[src/rtl/fsm_driver_pkg.sv]
// Shared definitions for the fsm_driver block.
//   - Driver FSM state encodings (3-bit).
//   - Response codes carried on rsp_err.
//   - Small helper used by the top to decide when the watchdog may count.
package fsm_driver_pkg;

  localparam logic [2:0] S_IDLE      = 3'd0;
  localparam logic [2:0] S_START     = 3'd1;
  localparam logic [2:0] S_WAIT_BUSY = 3'd2;
  localparam logic [2:0] S_RUN       = 3'd3;
  localparam logic [2:0] S_DONE      = 3'd4;
  localparam logic [2:0] S_WAIT_IDLE = 3'd5;
  localparam logic [2:0] S_RESP      = 3'd6;

  localparam logic [1:0] RSP_OK      = 2'b00;
  localparam logic [1:0] RSP_TO_BUSY = 2'b01;
  localparam logic [1:0] RSP_TO_IDLE = 2'b10;

  // True in the two states where the driver is waiting on the controlled FSM.
  function automatic logic is_wait_state(input logic [2:0] s);
    return (s == S_WAIT_BUSY) || (s == S_WAIT_IDLE);
  endfunction

endpackage

[src/rtl/fsm_watchdog.sv]
// Watchdog counter for the driver's wait states.
// Ports:
//   clock    in  clock
//   reset    in  synchronous, active-high reset
//   clear    in  restart the count at zero
//   enable   in  advance the count by one this cycle
//   expired  out count has reached TIMEOUT-1 (last permitted wait cycle)
module fsm_watchdog #(
  parameter int unsigned TO_W    = 8,
  parameter int unsigned TIMEOUT = 16
) (
  input  logic clock,
  input  logic reset,
  input  logic clear,
  input  logic enable,
  output logic expired
);

  localparam logic [TO_W-1:0] Limit = TO_W'(TIMEOUT - 1);

  logic [TO_W-1:0] wd_q;

  // Count saturates at the limit; the driver leaves the wait state when expired anyway.
  always_ff @(posedge clock) begin
    if (reset) begin
      wd_q <= '0;
    end else if (clear) begin
      wd_q <= '0;
    end else if (enable && !expired) begin
      wd_q <= wd_q + TO_W'(1);
    end
  end

  assign expired = (wd_q == Limit);

endmodule

[src/rtl/fsm_driver.sv]
// Initiator for the start/done control interface of a controlled FSM.
// Accepts a job (run length), pulses start, waits for busy, holds for the requested
// number of cycles, pulses done, waits for idle, then offers a status response.
// A watchdog bounds both waits and reports which one timed out.
// Ports:
//   clock      in   clock
//   reset      in   synchronous, active-high reset
//   cmd_valid  in   command offered
//   cmd_ready  out  driver can accept a command (idle only)
//   cmd_len    in   extra busy cycles before done, sampled on the command handshake
//   rsp_valid  out  response available, held until accepted
//   rsp_ready  in   upstream accepts the response
//   rsp_err    out  00 ok, 01 busy timeout, 10 idle timeout; stable while rsp_valid
//   start      out  one-cycle pulse to the controlled FSM
//   done       out  one-cycle pulse to the controlled FSM
//   state      in   state code reported by the controlled FSM
//   job_count  out  responses accepted (wraps)
//   err_count  out  accepted responses with a non-zero rsp_err (wraps)
module fsm_driver
  import fsm_driver_pkg::*;
#(
  parameter int unsigned LEN_W     = 8,
  parameter int unsigned TO_W      = 8,
  parameter int unsigned TIMEOUT   = 16,
  parameter logic [7:0]  IDLE_CODE = 8'd0,
  parameter logic [7:0]  BUSY_CODE = 8'd1,
  parameter int unsigned JCNT_W    = 16
) (
  input  logic              clock,
  input  logic              reset,
  input  logic              cmd_valid,
  output logic              cmd_ready,
  input  logic [LEN_W-1:0]  cmd_len,
  output logic              rsp_valid,
  input  logic              rsp_ready,
  output logic [1:0]        rsp_err,
  output logic              start,
  output logic              done,
  input  logic [7:0]        state,
  output logic [JCNT_W-1:0] job_count,
  output logic [JCNT_W-1:0] err_count
);

  logic [2:0]        fsm_q, fsm_d;
  logic [LEN_W-1:0]  len_q, len_d;
  logic [LEN_W-1:0]  cnt_q, cnt_d;
  logic [1:0]        rsp_err_q, rsp_err_d;
  logic [JCNT_W-1:0] job_count_q, job_count_d;
  logic [JCNT_W-1:0] err_count_q, err_count_d;

  logic wd_clear;
  logic wd_enable;
  logic wd_expired;

  fsm_watchdog #(
    .TO_W    (TO_W),
    .TIMEOUT (TIMEOUT)
  ) u_watchdog (
    .clock   (clock),
    .reset   (reset),
    .clear   (wd_clear),
    .enable  (wd_enable),
    .expired (wd_expired)
  );

  always_comb begin
    fsm_d       = fsm_q;
    len_d       = len_q;
    cnt_d       = cnt_q;
    rsp_err_d   = rsp_err_q;
    job_count_d = job_count_q;
    err_count_d = err_count_q;
    wd_clear    = 1'b0;
    wd_enable   = 1'b0;

    case (fsm_q)
      S_IDLE: begin
        if (cmd_valid) begin
          len_d = cmd_len;
          fsm_d = S_START;
        end
      end
      S_START: begin
        wd_clear = 1'b1;
        fsm_d    = S_WAIT_BUSY;
      end
      S_WAIT_BUSY: begin
        // A match on the last watchdog cycle still counts as success.
        if (state == BUSY_CODE) begin
          cnt_d = len_q;
          fsm_d = S_RUN;
        end else if (wd_expired) begin
          rsp_err_d = RSP_TO_BUSY;
          fsm_d     = S_RESP;
        end else begin
          wd_enable = is_wait_state(fsm_q);
        end
      end
      S_RUN: begin
        // Terminates on zero before decrementing, so cmd_len=max cannot underflow.
        if (cnt_q == '0) begin
          fsm_d = S_DONE;
        end else begin
          cnt_d = cnt_q - LEN_W'(1);
        end
      end
      S_DONE: begin
        wd_clear = 1'b1;
        fsm_d    = S_WAIT_IDLE;
      end
      S_WAIT_IDLE: begin
        if (state == IDLE_CODE) begin
          rsp_err_d = RSP_OK;
          fsm_d     = S_RESP;
        end else if (wd_expired) begin
          rsp_err_d = RSP_TO_IDLE;
          fsm_d     = S_RESP;
        end else begin
          wd_enable = is_wait_state(fsm_q);
        end
      end
      S_RESP: begin
        if (rsp_ready) begin
          job_count_d = job_count_q + JCNT_W'(1);
          if (rsp_err_q != RSP_OK) begin
            err_count_d = err_count_q + JCNT_W'(1);
          end
          fsm_d = S_IDLE;
        end
      end
      default: begin
        fsm_d = S_IDLE;
      end
    endcase
  end

  always_ff @(posedge clock) begin
    if (reset) begin
      fsm_q       <= S_IDLE;
      len_q       <= '0;
      cnt_q       <= '0;
      rsp_err_q   <= RSP_OK;
      job_count_q <= '0;
      err_count_q <= '0;
    end else begin
      fsm_q       <= fsm_d;
      len_q       <= len_d;
      cnt_q       <= cnt_d;
      rsp_err_q   <= rsp_err_d;
      job_count_q <= job_count_d;
      err_count_q <= err_count_d;
    end
  end

  // Handshake and pulse outputs decode the state register only.
  assign cmd_ready = (fsm_q == S_IDLE);
  assign start     = (fsm_q == S_START);
  assign done      = (fsm_q == S_DONE);
  assign rsp_valid = (fsm_q == S_RESP);
  assign rsp_err   = rsp_err_q;
  assign job_count = job_count_q;
  assign err_count = err_count_q;

endmodule

[config.mk]
export PLATFORM = sky130hd
export DESIGN_NAME = fsm_driver
export DESIGN_NICKNAME = d
export VERILOG_FILES = /design/src/rtl/fsm_driver_pkg.sv /design/src/rtl/fsm_watchdog.sv /design/src/rtl/fsm_driver.sv
export SDC_FILE = /design/constraint.sdc
export NUM_CORES = 1
export LEC_CHECK = 0
export BUFFER_PORTS_ARGS = -buffer_cell sky130_fd_sc_hd__buf_2
export CORE_MARGIN = 4
export CORE_UTILIZATION = 45
export DETAILED_ROUTE_END_ITERATION = 16
export PLACE_DENSITY_LB_ADDON = 0.3
export REMOVE_ABC_BUFFERS = 1
export SYNTH_ARGS = -nofsm -noshare
export SYNTH_HDL_FRONTEND = slang
export SYNTH_SLANG_ARGS = --single-unit
[constraint.sdc]
create_clock -name clock -period 1.68 [get_ports clock]
set_input_delay 0.336 -clock clock [delete_from_list [all_inputs] [get_ports clock]]
set_output_delay 0.336 -clock clock [all_outputs]
set_load 0.01 [all_outputs]
## Yosys cells after proc, flatten, opt, wreduce, memory -nomap -nowiden

Cells that the tools add are included.

| cells by class | value |
|---|---|
| add/sub/neg operators | 4 |
| equality and inequality tests | 16 |
| muxes and demuxes | 20 |
| reductions and logical operators | 17 |

Operators by type and width:

| operator | number |
|---|---|
| $add A16 B1 Y16 const B | 2 |
| $pmux W3 S7 | 1 |
| $mux W3 | 6 |
| $logic_not A8 Y1 | 2 |
| $mux W8 | 2 |
| $pmux W8 S2 | 1 |
| $ne A2 B2 Y1 const B | 5 |
| $eq A3 B3 Y1 const B | 3 |
| $reduce_and A3 Y1 | 3 |
| $add A8 B1 Y8 const B | 1 |
| $eq A8 B1 Y1 const B | 1 |
| $eq A8 B4 Y1 const B | 1 |
| $mux W2 | 4 |
| $sub A8 B1 Y8 const B | 1 |
| $eq A3 B2 Y1 const B | 2 |
| $reduce_bool A2 Y1 | 3 |
| $mux W1 | 4 |
| $ne A2 B1 Y1 const B | 2 |
| $pmux W2 S2 | 1 |
| $reduce_and A2 Y1 | 2 |
| $reduce_and A4 Y1 | 1 |
| $reduce_or A2 Y1 | 2 |
| $eq A3 B1 Y1 const B | 1 |
| $logic_not A3 Y1 | 1 |
| 5 further kinds | 5 |

| storage, ports and cells | value |
|---|---|
| register bits after elaboration | 61 |
| input port bits | 20 |
| output and inout bits | 38 |
| word-level logic and storage cells | 64 |

## Logic depth before layout (Yosys ltp)

Gate-level depths: netlist of run 1.

| logic depth | value |
|---|---|
| depth after elaboration | 6 |
| gate-level depth with buffers | 7 |
| depth with buffers taken out | 6 |

## Hierarchy

From an unflattened synthesis of run 1, not the netlist that was laid out.

| second synthesis, totals | value |
|---|---|
| cells, all modules | 384 |
| area, all modules | 3154.3 um2 |

By module, submodules not included:

| module | instances | cells each | area each (um2) | sequential area each (um2) |
|---|---|---|---|---|
| fsm_driver | 1 | 333 | 2675.1 | 1061.0 |
| fsm_watchdog | 1 | 51 | 479.2 | 160.2 |

## Least setup slack after synthesis of run 1

No wires, ideal clock.

| timing | value |
|---|---|
| kind | in2reg |
| from | input state[5] |
| to | register u_watchdog.wd_q[1] |
| setup time | 0.126 ns |
| arrival | 1.608 ns |
| data required time | 1.554 ns |
| slack | -0.054 ns |
| stages | 5 |
| buffers on the path | 0 |
| path through | or4_4 > o31ai_4 > a21o_4 > mux2i_1 > nor2_1 |

| on the way | value |
|---|---|
| cells in the longest elaborated chain, start to end | 4 |
| elaborated cells on any way between the ends | 6 |
| classes of those cells | eq/ne: 1; mux: 3; reduce/logical: 2 |

Ends and longest elaborated chain:

| item | line | source |
|---|---|---|
| from (decl) | fsm_driver.sv:39 | `input logic [7:0] state,` |
| $eq A8 B1 Y1 or $logic_not A8 Y1 (tied branches) | fsm_driver.sv:89, fsm_driver.sv:112 |  |
| $mux W1, on equally long branches | fsm_driver.sv:89, fsm_driver.sv:112 |  |
| $pmux W1 S2 (*) | fsm_driver.sv:76 | `case (fsm_q)` |
| $logic_and A1 B1 Y1 (*) | fsm_watchdog.sv:29 | `end else if (enable && !expired) begin` |
| to (signal assigned) | fsm_watchdog.sv:30 | `wd_q <= wd_q + TO_W'(1);` |
| to (decl) | fsm_watchdog.sv:21 | `logic [TO_W-1:0] wd_q;` |

Mark *: on every way between the ends. The rest lies on a longest branch, timed or not.
A chain may end at the register's enable or synchronous reset.

## Worst setup path after layout of run 1

| timing | value |
|---|---|
| from | input state[6] |
| to | register cnt_q[2] |

| on the way | value |
|---|---|
| cells in the longest elaborated chain, start to end | 3 |

Ends and longest elaborated chain:

| item | line | source |
|---|---|---|
| $eq A8 B1 Y1 | fsm_driver.sv:89 | `if (state == BUSY_CODE) begin` |
| $ne A2 B2 Y1 (no line) | - |  |
| $reduce_and A3 Y1 (no line) | - |  |
| to (signal assigned) | fsm_driver.sv:148 | `cnt_q <= cnt_d;` |
| to (decl) | fsm_driver.sv:46 | `logic [LEN_W-1:0] cnt_q, cnt_d;` |

Every way passes these cells.

==> results.ini, run 1 <==
[global_routing]
first_global_vias = 2758
grt_max_degree = 30
grt_overflow = 0
grt_pass1_wl_microns = 12300
antenna_found_initial = 0
grt_usage_pct = 18.1

[timing]
max_freq_mhz = 610
maxSlewViolCount = 0
min_period_ns = 1.64
post-route-period-util_pct = 97.6
final_hold_viol_count = 0
relSlewSlack_pct = 76.0
worst_pin_slew_ns = 0.359
fin_skew_ns = 0.00587
grt_setup_unrepaired = yes
finalSetupViolations = 0
setup_slack_ns = 0.0411

[power]
sw_frac_of_total_pct = 27.1
power_density_mw_per_mm2 = 761
pwr-share-comb_pct = 15.0
power.leakage_nw = 1.69
p_seq_share_pct = 50.0
p_sw_mw = 0.827
power_mw = 3.05
p_clk_share_pct = 35.0
power.internal_mw = 2.22
ir_worst_vdd_mv = 0.427

[floorplan]
ios = 58
initial_core_util_pct = 47.0
die_area_sq_mm = 0.00809
die_w_microns = 89.9
core-area_sq_mm = 0.00642
die_h_microns = 89.9
placementRows = 29

[clock_tree]
postCtsHoldBufs = 0
numCtsBuffers = 9
cts.sinks = 61
clock_latency_ns = 0.32
cts_root_buf = clkbuf_8
clockBufferDepth = 2
cts_tree = yes
clk_pin_slew_ns = 0.06
htree_levels = 3

[drt]
wl_per_cell_microns = 13.3
drt_iter0_drc = 166
vias = 2815
drc_errors = 0
final_antenna_net_count = 0
wl_microns = 7200
firstDrtPassIters = 4
via_per_inst = 5.20

[synth]
yosys_warnings = 0
yosys.area_share.xor_xnor_pct = 9.28
yosysUniqueCellTypes = 54
ys_ff_latch = 61
synth-async-reset-ratio_pct = 0
synth.top_cell.area_share_pct = 40.4
synth_simple_gate_area_share_pct = 28.8
syn_area_per_cell_sq_um = 8.51
ys.flop_type = dfxtp_1
syn_inst = 355
synth_edf_count = 0
synthAdderAreaFrac_pct = 2.07
synth_top_cells_by_area = dfxtp_1 (40%), nor2_1 (6.2%), xor2_1 (5.8%), a21oi_1 (5.0%), nand2_1 (4.6%)
synth_compound_area_share_pct = 15.1
synthMuxAreaShare_pct = 0.994
synth_top_family_by_area = simple AND/OR/NAND/NOR gates
netlist_area_sq_mm = 0.00302
synth_top_cell_by_area = dfxtp_1
seq_area_frac_synth_pct = 40.4

[finish]
fin_nets = 484
syn_to_final_growth_pct = 32.7
fillers = 559
drive_above_1_share_pct = 33.6
num_antenna_cells = 0

[worst_setup_path]
required_ns = 1.94
worstSetupPathType = in2reg
end_kind = flop
crit_chain = buf_2, or4_4, nor2_4, a31oi_2, buf_4, buf_12, or2_1, a21oi_2
crit_arrival_ns = 1.89
path_max_fanout = 10
reg2reg_depth = 5
max_stage_delay_ns = 0.60
startpoint_type = input pin
cp_slowest_cell = or4_4

[run]
drv_cap = 0

[placed_design]
gp_congestion = 0.809
pre_cts_slack_ns = -0.242
post-dp-hpwl_microns = 5340
port-buffer-count = 57

[status]
outcome = completed

[worst_hold_path]
hp-class = in2reg
hold_depth = 3

==> stage by stage <==
step / std cells / cell area (sq um) / hold slack [ns] / setup TNS (ns) / utilization (%)
2_1_floorplan: 341 / 2950 / 0.398 / -4.19 / -
3_3_place_gp: 524 / 3720 / 0.446 / -2.74 / 57.9
3_5_place_dp: 524 / 3720 / 0.449 / -3.40 / 57.9
4_1_cts: 540 / 3890 / 0.233 / -0.0282 / 60.6
5_1_grt: 541 / 4010 / 0.243 / -0.196 / 62.4
6_report: 541 / 4010 / 0.247 / 0 / 62.4
==> state kept, by name (all words and copies together) (netlist names) <==
signal	count
u_watchdog.wd_q	8
len_q	8
rsp_err	2
fsm_q	3
err_count	16
job_count	16
cnt_q	8
==> path summary, 6_finish.rpt <==
path                                     endpoint                   from  slack [ns]
setup / recovery            cnt_q[2]$_SDFFE_PP0P_               state[6]        0.04
hold reg to reg             len_q[1]$_SDFFE_PP0P_  len_q[1]$_SDFFE_PP0P_        0.46
hold / removal              len_q[4]$_SDFFE_PP0P_             cmd_len[4]        0.25
setup reg to reg  u_watchdog.wd_q[3]$_SDFFE_PP0P_  fsm_q[2]$_SDFFE_PP0P_        0.07
==> critical path: cells and delay by family <==
family | cells | cell delay, ns
and+or+nand+nor | 3 | 0.96
buffers and inverters | 3 | 0.37
AOI/OAI and AO/OA | 2 | 0.22
==> metal layers <==
layer  global-route usage (%)  vias to the layer above  wire, microns  part of all wire [%]
li1                         -                     1453              -                     -
met1                     23.8                     1315           3340                    46
met2                     29.0                       43           3510                    49
met3                     4.34                        4            298                   4.1
met4                     6.38                        0             50                  0.69
met5                        0                        -              0                     0
==> Yosys cell counts, types with 3 or more instances <==
library cell and instances:
dfxtp_1 61, nor2_1 50, nand2_1 37, a21oi_1 30, xor2_1 20, nand3_1 14
xnor2_1 12, inv_1 9, nand4_1 9, o21ai_0 9, clkbuf_1 8, o21ai_1 8
nor3_1 7, and3_1 6, or3_1 6, ha_1 5, or2_1 5, a31oi_1 4
a211oi_1 3, a21o_1 3, a22oi_1 3, and4_1 3, buf_2 3, mux2i_1 3
nor4_2 3
==> kinds of logic (layout without fill, tap and decap cells) <==
group           Yosys count  after routing
compound gates           70             70
buf+inv                  23            132
fa+ha+maj                 5              5
flops                    61             61
mux                       3              3
simple gates            161            161
xor+xnor                 32             32
==> power by group through the flow <==
stage	Clock, mW	Sequential [mW]	Combinational [mW]
floorplan	0	1.56	0.210
global placement	0	1.55	0.412
detailed placement	0	1.55	0.422
CTS	1.11	1.52	0.430
global route	1.17	1.53	0.505
finish	1.07	1.52	0.458
==> area by class of cell <==
class | instances | area (sq um) | share of cell area (%)
multi-input combinational | 271 | 1790 | 44.6
clock inverter | 5 | 27.5 | 0.687
tap | 77 | 96.3 | 2.40
timing repair buffer | 107 | 701 | 17.5
inverter | 9 | 37.5 | 0.936
clock buffer | 11 | 131 | 3.28
sequential | 61 | 1230 | 30.6
==> placed cells by master (no fill, tap or decap), types with 12 or more instances in the layout <==
master	instances
nand2_1	37
nand3_1	14
xnor2_1	12
buf_2	57
xor2_1	20
nor2_1	48
dfxtp_1	58
a21oi_1	25
buf_4	44
==> timing repair <==
item                       in CTS  in global routing
setup endpoints to repair      12                 28
gates resized for setup         5                 24
setup buffers                   0                  2
pin swaps                       0                 10
Note: power is estimated with default switching activity, not from simulation.
==> inputs of run 2 (changes only) <==
CAP_MARGIN = 25   (was not set)
RECOVER_POWER = 100   (was not set)
SYNTH_HIERARCHICAL = 1   (was not set)
==> run 2 against run 1 <==
  * The run now ends with negative setup slack left
  * First-iteration DRC count decreased by 19%
  * Design area up 17%
  * Synthesized cell count grew 8.2%
  * Global-route usage up 2.8 points
  * Critical path depth is 1 lower
  * Clock skew rose by 0.0036 ns
  * Hold slack got worse by 0.013 ns
  * Utilization rose by 6.5 points
  * Highest routed layer unchanged
==> results.ini, run 2 <==
[worst_setup_path]
startpoint_type = flop
r2r_slack_ns = -0.09
startpoint = u_watchdog/wd_q[7]$_SDFFE_PP0P_
r2r_end = u_watchdog/wd_q[7]$_SDFFE_PP0P_
worstSetupPathType = reg2reg
max_stage_delay_ns = 0.36
path_max_fanout = 4
end_kind = flop
reg2reg_depth = 7
cpMostUsedCell = and3_4
crit_chain = nor4_4, and3_4, a211oi_4, buf_6, and3_4, and4_4, a2111oi_4
endpoint = u_watchdog/wd_q[7]$_SDFFE_PP0P_
cp_slowest_cell = dfxtp_4
required_ns = 1.92
reg2reg_from = u_watchdog/wd_q[7]$_SDFFE_PP0P_
crit_arrival_ns = 2.01

[synth]
synth.top_cell.area_share_pct = 38.7
synth_top_cell_by_area = dfxtp_1
synth_edf_count = 0
synth_common_cells = dfxtp_1 (61), a21oi_1 (46), nand2_1 (43)
ys_ff_latch = 61
netlist_area_sq_mm = 0.00315
seq_area_frac_synth_pct = 38.7
synth_top_cells_by_area = dfxtp_1 (39%), a21oi_1 (7.3%), nand2_1 (5.1%), nor2_1 (3.7%), xnor2_1 (3.1%)
yosysUniqueCellTypes = 53
syn_inst = 384
synth-async-reset-ratio_pct = 0
syn_area_per_cell_sq_um = 8.21
yosysMostFrequentCell = dfxtp_1
yosys_warnings = 6
ys.flop_type = dfxtp_1

[run]
drv_cap = 0

[power]
p_clk_share_pct = 36.7
power_density_mw_per_mm2 = 735
power.leakage_nw = 1.89
ir_worst_vdd_mv = 0.469
p_sw_mw = 0.919
pwr-share-comb_pct = 19.0
p_seq_share_pct = 44.3
sw_frac_of_total_pct = 26.7
power.internal_mw = 2.53

[floorplan]
die_area_sq_mm = 0.00841
die_w_microns = 91.7
ios = 58
core-area_sq_mm = 0.00679
die_h_microns = 91.7
initial_core_util_pct = 46.4
placementRows = 30

[global_routing]
grt_usage_pct = 20.9
first_global_vias = 3220
antenna_found_initial = 0
grt_overflow = 0
grt_pass1_wl_microns = 14500
grt_max_degree = 18

[clock_tree]
numCtsBuffers = 9
htree_levels = 3
cts_root_buf = clkbuf_8
cts_tree = yes
cts.sinks = 61
clock_latency_ns = 0.34
clockBufferDepth = 2
clk_pin_slew_ns = 0.07

[drt]
vias = 3396
final_antenna_net_count = 0
firstDrtPassIters = 4
wl_microns = 9270
drc_errors = 0
wl_per_cell_microns = 15.0
drt_iter0_drc = 135
via_per_inst = 5.48

[timing]
worst_pin_slew_ns = 0.381
max_freq_mhz = 565
maxSlewViolCount = 0
finalSetupViolations = 12
final_hold_viol_count = 0
fin_skew_ns = 0.00947
relSlewSlack_pct = 74.4
setup_slack_ns = -0.0914
grt_setup_unrepaired = yes
min_period_ns = 1.77
post-route-period-util_pct = 105

[finish]
layout_commonest_cell = buf_4
syn_to_final_growth_pct = 48.6
fin_nets = 546
final_cell_mix = buf_4 (76), dfxtp_1 (48), buf_2 (44)
num_antenna_cells = 0
drive_above_1_share_pct = 41.2
finalNonFillerCells = 620

[placed_design]
dp_cells = 596
post-dp-hpwl_microns = 6140
pre_cts_slack_ns = -0.280
port-buffer-count = 57
gp_congestion = 0.838

[status]
outcome = finished, violations left
violations = negative setup slack

[worst_hold_path]
hp-class = in2reg
holdCritStartpoint = cmd_len[5]

[run 2: routing by layer]
layer | wire length (microns) | vias up | share of wire (%) | GRT usage (%)
li1 | - | 1662 | - | -
met1 | 4140 | 1618 | 45 | 26.9
met2 | 4530 | 100 | 49 | 34.9
met3 | 449 | 16 | 4.8 | 3.20
met4 | 160 | 0 | 1.7 | 8.17
met5 | 0 | - | 0 | 0
[run 2: cells by family (layout without fill, tap and decap cells)]
group / after synthesis / in the layout / share of synthesized area, %
simple gates: 174 / 174 / 30.5
compound gates: 90 / 90 / 18.2
flops: 61 / 61 / 38.7
buf+inv: 33 / 173 / 4.56
xor+xnor: 17 / 17 / 4.72
fa+ha+maj: 5 / 5 / 1.98
mux: 4 / 4 / 1.31
[run 2: per-stage QoR]
stage / power [mW] / instance area, sq um / hold slack (ns) / TNS [ns] / util (%)
5_1_grt: 3.58 / 4690 / 0.240 / -1.69 / 69.0
2_1_floorplan: 1.77 / 3060 / 0.405 / -9.21 / -
3_3_place_gp: 2.00 / 4060 / 0.445 / -2.70 / 59.8
4_1_cts: 3.37 / 4420 / 0.229 / -0.860 / 65.1
6_report: 3.45 / 4690 / 0.234 / -0.566 / 69.0
3_5_place_dp: 2.01 / 4060 / 0.449 / -3.40 / 59.8
[run 2: worst min-delay path by stage]
stage	endpoint	cells past startpoint	slack, ns
detailed placement	len_q[2]$_SDFFE_PP0P_	2	0.45
floorplan	cnt_q[1]$_SDFFE_PP0P_	1	0.41
global route	len_q[5]$_SDFFE_PP0P_	3	0.24
CTS	len_q[0]$_SDFFE_PP0P_	3	0.23
global placement	len_q[0]$_SDFFE_PP0P_	2	0.45
finish	len_q[5]$_SDFFE_PP0P_	3	0.23
[run 2: layout make-up]
| type | instances | area [sq um] |
|---|---|---|
| fill | 542 | 2110 |
| multi-input combinational | 290 | 2080 |
| inverter | 12 | 47.5 |
| sequential | 61 | 1250 |
| clock inverter | 2 | 35.0 |
| timing repair buffer | 147 | 1010 |
| tap | 96 | 120 |
| clock buffer | 12 | 145 |
[run 2: critical path, delay by kind of cell (launching register included)]
| family | cells | cell delay, ns |
|---|---|---|
| buffers and inverters | 1 | 0.14 |
| DFF | 1 | 0.36 |
| AOI/OAI and AO/OA | 2 | 0.29 |
| and+or+nand+nor | 4 | 0.87 |
[run 2: power groups by stage]
stage	clock network [mW]	registers [mW]	logic, mW
finish	1.26	1.53	0.654
global placement	0	1.55	0.448
detailed placement	0	1.55	0.460
global route	1.35	1.53	0.702
floorplan	0	1.56	0.209
CTS	1.29	1.52	0.559
[run 2: what timing repair did]
item | CTS | global route
buffers inserted | 4 | 8
endpoints found under the setup margin | 25 | 30
hold endpoints to repair | 0 | 0
hold buffers | 0 | 0
resized for setup | 35 | 60
cloned | 0 | 0
pin swaps | 13 | 25
